==> src/rtl/gcd_pkg.sv <==
`default_nettype none
// ============================================================================
//  Module      : gcd_pkg
//  Description : Shared definitions for the subtract-based GCD controller:
//                state encoding, operand width and the default counter width.
//  Revision    : 1.0 - initial release
// ============================================================================
package gcd_pkg;

    // Operand width of the datapath registers A and B.
    localparam int DATA_W    = 16;
    // Default width of the iteration counter.
    localparam int CNT_W_DEF = 16;

    // 3-bit state encoding.
    localparam logic [2:0] IDLE    = 3'd0;
    localparam logic [2:0] LOAD_A  = 3'd1;
    localparam logic [2:0] LOAD_B  = 3'd2;
    localparam logic [2:0] COMPARE = 3'd3;
    localparam logic [2:0] SUB_A   = 3'd4;
    localparam logic [2:0] SUB_B   = 3'd5;
    localparam logic [2:0] DONE    = 3'd6;
    localparam logic [2:0] ERR     = 3'd7;

    typedef enum logic [2:0] {
        ST_IDLE    = IDLE,
        ST_LOAD_A  = LOAD_A,
        ST_LOAD_B  = LOAD_B,
        ST_COMPARE = COMPARE,
        ST_SUB_A   = SUB_A,
        ST_SUB_B   = SUB_B,
        ST_DONE    = DONE,
        ST_ERR     = ERR
    } state_t;

endpackage
`default_nettype wire

==> src/rtl/gcd_if.sv <==
`default_nettype none
// ============================================================================
//  Module      : gcd_if
//  Description : Control/status bundle between the GCD controller and its
//                environment (operand source, datapath, requester).
//                master : controller side (drives loads, selects, status)
//                slave  : environment side (drives start, in_valid, flags)
//  Ports       : start, in_valid, gt, lt, eq           -> controller
//                in_ready, lda, ldb, sel_1, sel_2,
//                sel_in, busy, done, err, iter_count   <- controller
//  Revision    : 1.0 - initial release
// ============================================================================
interface gcd_if
    import gcd_pkg::*;
#(
    parameter int CNT_W = CNT_W_DEF
) ();

    logic             start;
    logic             in_valid;
    logic             in_ready;
    logic             gt;
    logic             lt;
    logic             eq;
    logic             lda;
    logic             ldb;
    logic             sel_1;
    logic             sel_2;
    logic             sel_in;
    logic             busy;
    logic             done;
    logic             err;
    logic [CNT_W-1:0] iter_count;

    modport master (
        input  start, in_valid, gt, lt, eq,
        output in_ready, lda, ldb, sel_1, sel_2, sel_in,
               busy, done, err, iter_count
    );

    modport slave (
        output start, in_valid, gt, lt, eq,
        input  in_ready, lda, ldb, sel_1, sel_2, sel_in,
               busy, done, err, iter_count
    );

endinterface
`default_nettype wire

==> src/rtl/gcd_iter_counter.sv <==
`default_nettype none
// ============================================================================
//  Module      : gcd_iter_counter
//  Description : Saturating iteration counter with synchronous clear,
//                increment enable and terminal-count flag (count==MAX_ITER).
//  Ports       : clk, rst_n  - clock, async active-low reset
//                clear       - zero the count (priority over inc)
//                inc         - add one unless already at MAX_ITER
//                count       - current count
//                tc          - high while count == MAX_ITER
//  Revision    : 1.0 - initial release
// ============================================================================
module gcd_iter_counter #(
    parameter int CNT_W    = 16,
    parameter int MAX_ITER = 65535
) (
    input  wire logic             clk,
    input  wire logic             rst_n,
    input  wire logic             clear,
    input  wire logic             inc,
    output logic      [CNT_W-1:0] count,
    output logic                  tc
);

    localparam logic [CNT_W-1:0] C_MAX = CNT_W'(MAX_ITER);

    logic [CNT_W-1:0] r_count;

    always_ff @(posedge clk or negedge rst_n) begin
        if (!rst_n) begin
            r_count <= '0;
        end else if (clear) begin
            r_count <= '0;
        end else if (inc && (r_count != C_MAX)) begin
            r_count <= r_count + 1'b1;
        end
    end

    assign count = r_count;
    assign tc    = (r_count == C_MAX);

endmodule
`default_nettype wire

==> src/rtl/gcd_controller.sv <==
`default_nettype none
// ============================================================================
//  Module      : gcd_controller
//  Description : Moore FSM sequencing a 16-bit subtract-based GCD datapath.
//                Loads A then B over a valid/ready handshake, then alternates
//                COMPARE / SUB steps until the datapath reports A==B (done)
//                or the step budget / flag sanity check fails (err).
//  Ports       : clk    - rising-edge clock
//                rst_n  - asynchronous active-low reset
//                bus    - gcd_if.master control/status bundle
//  Revision    : 1.0 - initial release
// ============================================================================
module gcd_controller
    import gcd_pkg::*;
#(
    parameter int CNT_W    = CNT_W_DEF,
    parameter int MAX_ITER = 65535
) (
    input  wire logic clk,
    input  wire logic rst_n,
    gcd_if.master     bus
);

    state_t r_state;
    state_t w_next;

    logic w_in_ready;
    logic w_lda;
    logic w_ldb;
    logic w_sel_1;
    logic w_sel_2;
    logic w_sel_in;
    logic w_busy;
    logic w_done;
    logic w_err;

    logic             w_cnt_clear;
    logic             w_cnt_inc;
    logic             w_cnt_tc;
    logic [CNT_W-1:0] w_cnt;

    // ------------------------------------------------------------------
    // Iteration counter: cleared by an accepted start, stepped once per
    // subtract state.
    // ------------------------------------------------------------------
    assign w_cnt_clear = (r_state == ST_IDLE) && bus.start;
    assign w_cnt_inc   = (r_state == ST_SUB_A) || (r_state == ST_SUB_B);

    gcd_iter_counter #(
        .CNT_W    (CNT_W),
        .MAX_ITER (MAX_ITER)
    ) u_iter_counter (
        .clk   (clk),
        .rst_n (rst_n),
        .clear (w_cnt_clear),
        .inc   (w_cnt_inc),
        .count (w_cnt),
        .tc    (w_cnt_tc)
    );

    // ------------------------------------------------------------------
    // State register
    // ------------------------------------------------------------------
    always_ff @(posedge clk or negedge rst_n) begin
        if (!rst_n) begin
            r_state <= ST_IDLE;
        end else begin
            r_state <= w_next;
        end
    end

    // ------------------------------------------------------------------
    // Next-state and output decode
    // ------------------------------------------------------------------
    always_comb begin
        w_next     = r_state;
        w_in_ready = 1'b0;
        w_lda      = 1'b0;
        w_ldb      = 1'b0;
        w_sel_1    = 1'b0;
        w_sel_2    = 1'b0;
        w_sel_in   = 1'b0;
        w_busy     = 1'b1;
        w_done     = 1'b0;
        w_err      = 1'b0;

        case (r_state)
            ST_IDLE: begin
                w_busy = 1'b0;
                if (bus.start) begin
                    w_next = ST_LOAD_A;
                end
            end

            ST_LOAD_A: begin
                w_in_ready = 1'b1;
                w_lda      = bus.in_valid;
                if (bus.in_valid) begin
                    w_next = ST_LOAD_B;
                end
            end

            ST_LOAD_B: begin
                w_in_ready = 1'b1;
                w_ldb      = bus.in_valid;
                if (bus.in_valid) begin
                    w_next = ST_COMPARE;
                end
            end

            ST_COMPARE: begin
                // eq wins over the step budget: a run that converges on the
                // very last allowed step still completes.
                if (bus.eq) begin
                    w_next = ST_DONE;
                end else if (w_cnt_tc) begin
                    w_next = ST_ERR;
                end else if (bus.gt) begin
                    w_next = ST_SUB_A;
                end else if (bus.lt) begin
                    w_next = ST_SUB_B;
                end else begin
                    w_next = ST_ERR;
                end
            end

            ST_SUB_A: begin
                w_sel_1  = 1'b1;
                w_sel_in = 1'b1;
                w_lda    = 1'b1;
                w_next   = ST_COMPARE;
            end

            ST_SUB_B: begin
                w_sel_2  = 1'b1;
                w_sel_in = 1'b1;
                w_ldb    = 1'b1;
                w_next   = ST_COMPARE;
            end

            ST_DONE: begin
                w_done = 1'b1;
                w_next = ST_IDLE;
            end

            ST_ERR: begin
                w_err  = 1'b1;
                w_next = ST_IDLE;
            end

            default: begin
                w_busy = 1'b0;
                w_next = ST_IDLE;
            end
        endcase
    end

    assign bus.in_ready   = w_in_ready;
    assign bus.lda        = w_lda;
    assign bus.ldb        = w_ldb;
    assign bus.sel_1      = w_sel_1;
    assign bus.sel_2      = w_sel_2;
    assign bus.sel_in     = w_sel_in;
    assign bus.busy       = w_busy;
    assign bus.done       = w_done;
    assign bus.err        = w_err;
    assign bus.iter_count = w_cnt;

endmodule
`default_nettype wire

==> src/flat_wrapper.sv <==
// flat-port wrapper written by rule: the top's interface ports become plain ports
module gcd_controller_flat import gcd_pkg::*;
#(
    parameter int CNT_W    = CNT_W_DEF,
    parameter int MAX_ITER = 65535
)
  (clk, rst_n, bus_start, bus_in_valid, bus_gt, bus_lt, bus_eq, bus_in_ready, bus_lda, bus_ldb, bus_sel_1, bus_sel_2, bus_sel_in, bus_busy, bus_done, bus_err, bus_iter_count);
  gcd_if #(.CNT_W(CNT_W)) bus_i ();
  input  wire logic clk;
  input  wire logic rst_n;
  input wire logic [$bits(bus_i.start)-1:0] bus_start;
  input wire logic [$bits(bus_i.in_valid)-1:0] bus_in_valid;
  input wire logic [$bits(bus_i.gt)-1:0] bus_gt;
  input wire logic [$bits(bus_i.lt)-1:0] bus_lt;
  input wire logic [$bits(bus_i.eq)-1:0] bus_eq;
  output wire logic [$bits(bus_i.in_ready)-1:0] bus_in_ready;
  output wire logic [$bits(bus_i.lda)-1:0] bus_lda;
  output wire logic [$bits(bus_i.ldb)-1:0] bus_ldb;
  output wire logic [$bits(bus_i.sel_1)-1:0] bus_sel_1;
  output wire logic [$bits(bus_i.sel_2)-1:0] bus_sel_2;
  output wire logic [$bits(bus_i.sel_in)-1:0] bus_sel_in;
  output wire logic [$bits(bus_i.busy)-1:0] bus_busy;
  output wire logic [$bits(bus_i.done)-1:0] bus_done;
  output wire logic [$bits(bus_i.err)-1:0] bus_err;
  output wire logic [$bits(bus_i.iter_count)-1:0] bus_iter_count;
  assign bus_i.start = bus_start;
  assign bus_i.in_valid = bus_in_valid;
  assign bus_i.gt = bus_gt;
  assign bus_i.lt = bus_lt;
  assign bus_i.eq = bus_eq;
  assign bus_in_ready = bus_i.in_ready;
  assign bus_lda = bus_i.lda;
  assign bus_ldb = bus_i.ldb;
  assign bus_sel_1 = bus_i.sel_1;
  assign bus_sel_2 = bus_i.sel_2;
  assign bus_sel_in = bus_i.sel_in;
  assign bus_busy = bus_i.busy;
  assign bus_done = bus_i.done;
  assign bus_err = bus_i.err;
  assign bus_iter_count = bus_i.iter_count;
  gcd_controller #(.CNT_W(CNT_W), .MAX_ITER(MAX_ITER)) u_core (.clk(clk), .rst_n(rst_n), .bus(bus_i));
endmodule
==> config.mk <==
export PLATFORM = sky130hd
export DESIGN_NAME = gcd_controller_flat
export DESIGN_NICKNAME = d
export VERILOG_FILES = /design/src/rtl/gcd_pkg.sv /design/src/rtl/gcd_if.sv /design/src/rtl/gcd_iter_counter.sv /design/src/rtl/gcd_controller.sv /design/src/flat_wrapper.sv
export SDC_FILE = /design/constraint.sdc
export NUM_CORES = 1
export LEC_CHECK = 0
export CORE_MARGIN = 2
export CORE_UTILIZATION = 44
export CTS_CLUSTER_DIAMETER = 30
export DETAILED_ROUTE_END_ITERATION = 7
export HOLD_SLACK_MARGIN = 0.05
export PLACE_DENSITY = 0.72
export SYNTH_ARGS = -nofsm -noshare
export SYNTH_HDL_FRONTEND = slang
export SYNTH_HIERARCHICAL = 1
export SYNTH_SLANG_ARGS = --single-unit
==> constraint.sdc <==
create_clock -name clk -period 1.76 [get_ports clk]
set_input_delay 0.44 -clock clk [delete_from_list [all_inputs] [get_ports clk]]
set_output_delay 0.44 -clock clk [all_outputs]
set_load 0.005 [all_outputs]
* After elaboration in Yosys (flattened, before gate mapping) *
Cells that the tools add are included.

word-level totals
  flip-flop bits (word level) = 19
  output and inout port bits = 25
  word-level logic and storage cells = 43

cells by class
  add/sub/neg operators = 1
  equal/unequal tests = 12
  mux-type cells = 19
  reductions and logical operators = 9

operator list
  operator               number
  $mux 16                2
  $mux 3                 6
  $pmux 3 s6             1
  $add 16x1->16 const B  1
  $eq 16x16->1 const B   1
  $ne 16x16->1 const B   1
  $eq 3x3->1 const B     4
  $mux 1                 7
  $eq 3x2->1 const B     2
  $ne 2x2->1 const B     3
  $reduce_or 2->1        3
  $pmux 1 s2             2
  $eq 3x1->1 const B     1
  $logic_not 3->1        1
  $reduce_and 3->1       1
  $logic_and 1x1->1      2
  $mux 2                 1
  $reduce_bool 2->1      1
  $logic_or 1x1->1       1

* Depth between registers and ports, before layout *
  word-level depth = 5
  mapped depth = 7

* Modules after synthesis *
Netlist, hierarchy kept.

by module, submodules not included
  module            instances  cells an instance  area an instance (um^2)  seq. area each (um^2)
  gcd_iter_counter  1          109                1,009.7                  400.4
  gcd_controller    1          34                 269.0                    75.1

* Worst setup path after synthesis *
OpenSTA, ideal clock, no wires.

  path kind = register to register
  start point = register u_core.r_state[1]
  end point = register u_core.u_iter_counter.r_count[11], in the netlist u_core/u_iter_counter/count[11]
  data arrival time = 1.763 ns
  required time = 1.682 ns
  path slack = -0.081 ns
  cell stages (with the launch flop) = 7
  path buffers = 1
  path through = dfrtp_1 > buf_2 > nor2_1 > and3_1 > nand4_2 > or4_1 > a21oi_1

between the ends
  cells in the longest elaborated chain, start to end = 4
  elaborated cells between the ends (all ways) = 8

RTL lines
  item                                line                    source
  from (decl)                         gcd_controller.sv:24    state_t r_state;
  from (signal assigned)              gcd_controller.sv:68    r_state <= w_next;
  $eq 3x3->1                          gcd_controller.sv:47    assign w_cnt_inc = (r_state == ST_SUB_A) || (r_state == ST_SUB_B);
  $logic_or 1x1->1                    gcd_controller.sv:47
  $logic_and 1x1->1                   gcd_iter_counter.sv:34  end else if (inc && (r_count != C_MAX)) begin
  $reduce_bool 2->1 (no source line)  --
  to (signal assigned)                gcd_iter_counter.sv:35  r_count <= r_count + 1'b1;
  to (decl)                           gcd_iter_counter.sv:27  logic [CNT_W-1:0] r_count;

Parallel ways exist; a longest one is shown, timed or not.
A chain may end at the register's enable or synchronous reset.

* Final worst setup path *
  start point = register u_core.r_state[1]
  end point = register u_core.u_iter_counter.r_count[9], in the netlist u_core/u_iter_counter/count[9]

Same word-level chain as after synthesis.

==> impl_metrics.env <==
export IMPL_outcome="finished, violations left"
export IMPL_violations="setup timing"
export IMPL_arrival_ns=2.12
export IMPL_gp_congestion=0.838
export IMPL_cap_violations=0
export IMPL_hold_path_class="primary input to asynchronous set/reset pin"
export IMPL_antenna_found_initial=0
export IMPL_fmax_ghz=0.534
export IMPL_dr_max_layer_used="met4"
export IMPL_m1WireLength_mm=2.06
export IMPL_worst_r2r_cell_count=8
export IMPL_wl_met2_mm=2.59
export IMPL_hold_buffers=0
export IMPL_ys_warnings_count=6
export IMPL_syn_inst=143
export IMPL_drtIter0Drc=83
export IMPL_met3WireLength_microns=302
export IMPL_ys_seq_area_share_pct=37.2
export IMPL_cts_root_buf="clkbuf_4"
export IMPL_syn2layout_area_growth_pct=83.4
export IMPL_synthesis_nets=151
export IMPL_core_area_sq_mm=0.00276
export IMPL_synth_edf_count=0
export IMPL_fp_dieH_microns=57.9
export IMPL_reg2reg_from="u_core/r_state[1]"
export IMPL_multi_input_area_sq_um=941
export IMPL_mostFrequentLayoutCell="buf_4"
export IMPL_die_width_microns=57.9
export IMPL_fill_cells=146
export IMPL_vias=1595
export IMPL_start_util_pct=46.4
export IMPL_setup_worst_path_class="register to register"
export IMPL_p_per_area_mw_per_mm2=1080
export IMPL_relSlewSlack_pct=74.0
export IMPL_drive_gt1_share_pct=53.9
export IMPL_power_mw=2.53
export IMPL_synth_flop_cell="dfrtp_1"
export IMPL_tightest_slew_ns=0.389
export IMPL_hold_ws_ns=0.439
export IMPL_avgRoutedWirePerCell_microns=19.7
export IMPL_synth_cell_types=44
export IMPL_final_min_clock_period_ns=1.87
export IMPL_rsz0062_at_grt="true"
export IMPL_overflow=0
export IMPL_grt_pass1_wl_mm=6.99
export IMPL_dieArea_sq_mm=0.00335
export IMPL_period_share_pct=106
export IMPL_viasPerCell=6.11
export IMPL_postLayoutSetupSlackWorst_ns=-0.113
export IMPL_end_kind="register"
export IMPL_cts_buffer_depth=2
export IMPL_p_leak_nw=1.14
export IMPL_final_cell_mix="39 x buf_4, 16 x clkdlybuf4s50_1, 15 x buf_6"
export IMPL_seqCellArea_sq_um=488
export IMPL_reg2reg_to="u_core/u_iter_counter/count[9]"
export IMPL_ys_seq_elements=19
export IMPL_grt_pass1_vias=1533
export IMPL_cts_sinks=19
export IMPL_crit_fanout=4
export IMPL_hpwl_mm=2.55
export IMPL_cts_tree="yes"
export IMPL_grt_usage_pct=27.3
export IMPL_routed_wl_mm=5.14
export IMPL_io_pins=32
export IMPL_antenna_left=0
export IMPL_utilization_pct=85.0
export IMPL_skew_ns=0.00728
export IMPL_tritoncts_num_buffers=3
export IMPL_port_buffers=31
export IMPL_tns_ns=-1.22
export IMPL_rows=19
export IMPL_drt_pre_antenna_iters=4
export IMPL_synthArstFlopShare_pct=100
export IMPL_cts_clk_slew_worst_paths_ns=0.12
export IMPL_antenna_cells=0
export IMPL_ir_drop_uv=1160
export IMPL_start_kind="register"
export IMPL_worstPathRequired_ns=2.01
export IMPL_slew_violations=0
export IMPL_grt_max_degree=20
export IMPL_hold_viol_final=0
export IMPL_nNetsFinal=239
export IMPL_syn_avg_cell_area_sq_um=8.94
export IMPL_route_detailed_drc=0
export IMPL_r2r_slack_ns=-0.11
export IMPL_setup_viol=21
export IMPL_htreeDepth=1
export IMPL_netlist_area_sq_mm=0.00128
export IMPL_worstSkewPairLatency_ns=0.33
critical path, stage by stage, from the launching register on:
cell and delay, ns:
dfrtp_2 0.47, buf_12 0.14, nor2_4 0.10, buf_6 0.12
and3_4 0.21, nand4_4 0.10, buf_6 0.14, or3_1 0.32
a21oi_1 0.19
synth_stat cells (3+ instances only):
master	count	share of area (%)
inv_1	4	1.2
a21oi_1	12	4.7
nor2_1	12	3.5
and3_1	4	2.0
or3_1	4	2.0
nand3_2	3	2.3
nand4_1	5	2.4
nand2_1	9	2.6
dfrtp_1	19	37
o21ai_0	6	2.3
nand2b_1	4	2.0
mux2_1	4	3.5
nand3_1	3	1.2
a31oi_1	4	2.0
nor4_1	3	1.5
nor2b_1	8	3.9
kinds of logic (layout without fill, tap and decap cells):
logic type / after synthesis / count (layout) / share of synthesized area [%]
AOI/OAI and AO/OA: 33 / 33 / 15.8
adders and majority gates: 1 / 1 / 0.978
muxes: 6 / 6 / 5.48
DFF: 19 / 19 / 37.2
buffers and inverters: 11 / 98 / 4.21
and+or+nand+nor: 72 / 72 / 35.7
xor gates and xnor gates: 1 / 1 / 0.685
metrics by stage:
step                area, sq um  std cells  setup slack [ns]
floorplan                  1280        143           0.00186
global placement           1790        224            -0.516
detailed placement         1790        224            -0.538
CTS                        2140        248            -0.174
global route               2340        261            -0.186
finish                     2340        261            -0.113
registers in the layout (all words and copies together), names as in the netlist:
name                         cells
u_core/u_iter_counter/count     16
u_core/r_state                   3
repair_timing:
action,CTS,global route
setup endpoints to repair,28,39
resized for setup,68,41
pin swaps,9,16
setup buffers,19,13
gates cloned,1,0
area by class of cell:
class / instances / share of cell area (%)
multi-input cells: 113 / 40.1
inverters: 6 / 1.07
clock buffers: 3 / 0.961
repair buffers: 88 / 35.2
well taps: 31 / 1.65
flip-flops and latches: 19 / 20.8
clock inverters: 1 / 0.213
report_power, final:
group,switching (mW),leakage [nW],total (mW),internal (mW)
registers,0.0728,0.244,0.575,0.502
logic,0.712,0.876,1.71,0.994
clock network,0.162,0.0177,0.248,0.0855
layer usage:
metal | up-vias | track usage, %
li1 | 706 | -
met1 | 784 | 32.1
met2 | 82 | 48.5
met3 | 23 | 5.36
met4 | 0 | 10.6
met5 | - | 0
worst max-delay path by stage:
stage                                    from                              to  depth (start not counted)
6_report                    u_core/r_state[1]  u_core/u_iter_counter/count[9]                          8
5_1_grt                     u_core/r_state[0]  u_core/u_iter_counter/count[7]                          8
4_1_cts                     u_core/r_state[0]                         bus_lda                          5
3_5_place_dp                     bus_in_valid                         bus_lda                          5
3_3_place_gp                     bus_in_valid                         bus_lda                          5
2_1_floorplan  u_core/u_iter_counter/count[0]               u_core/r_state[0]                          7
(Power assumes the default switching activity.)
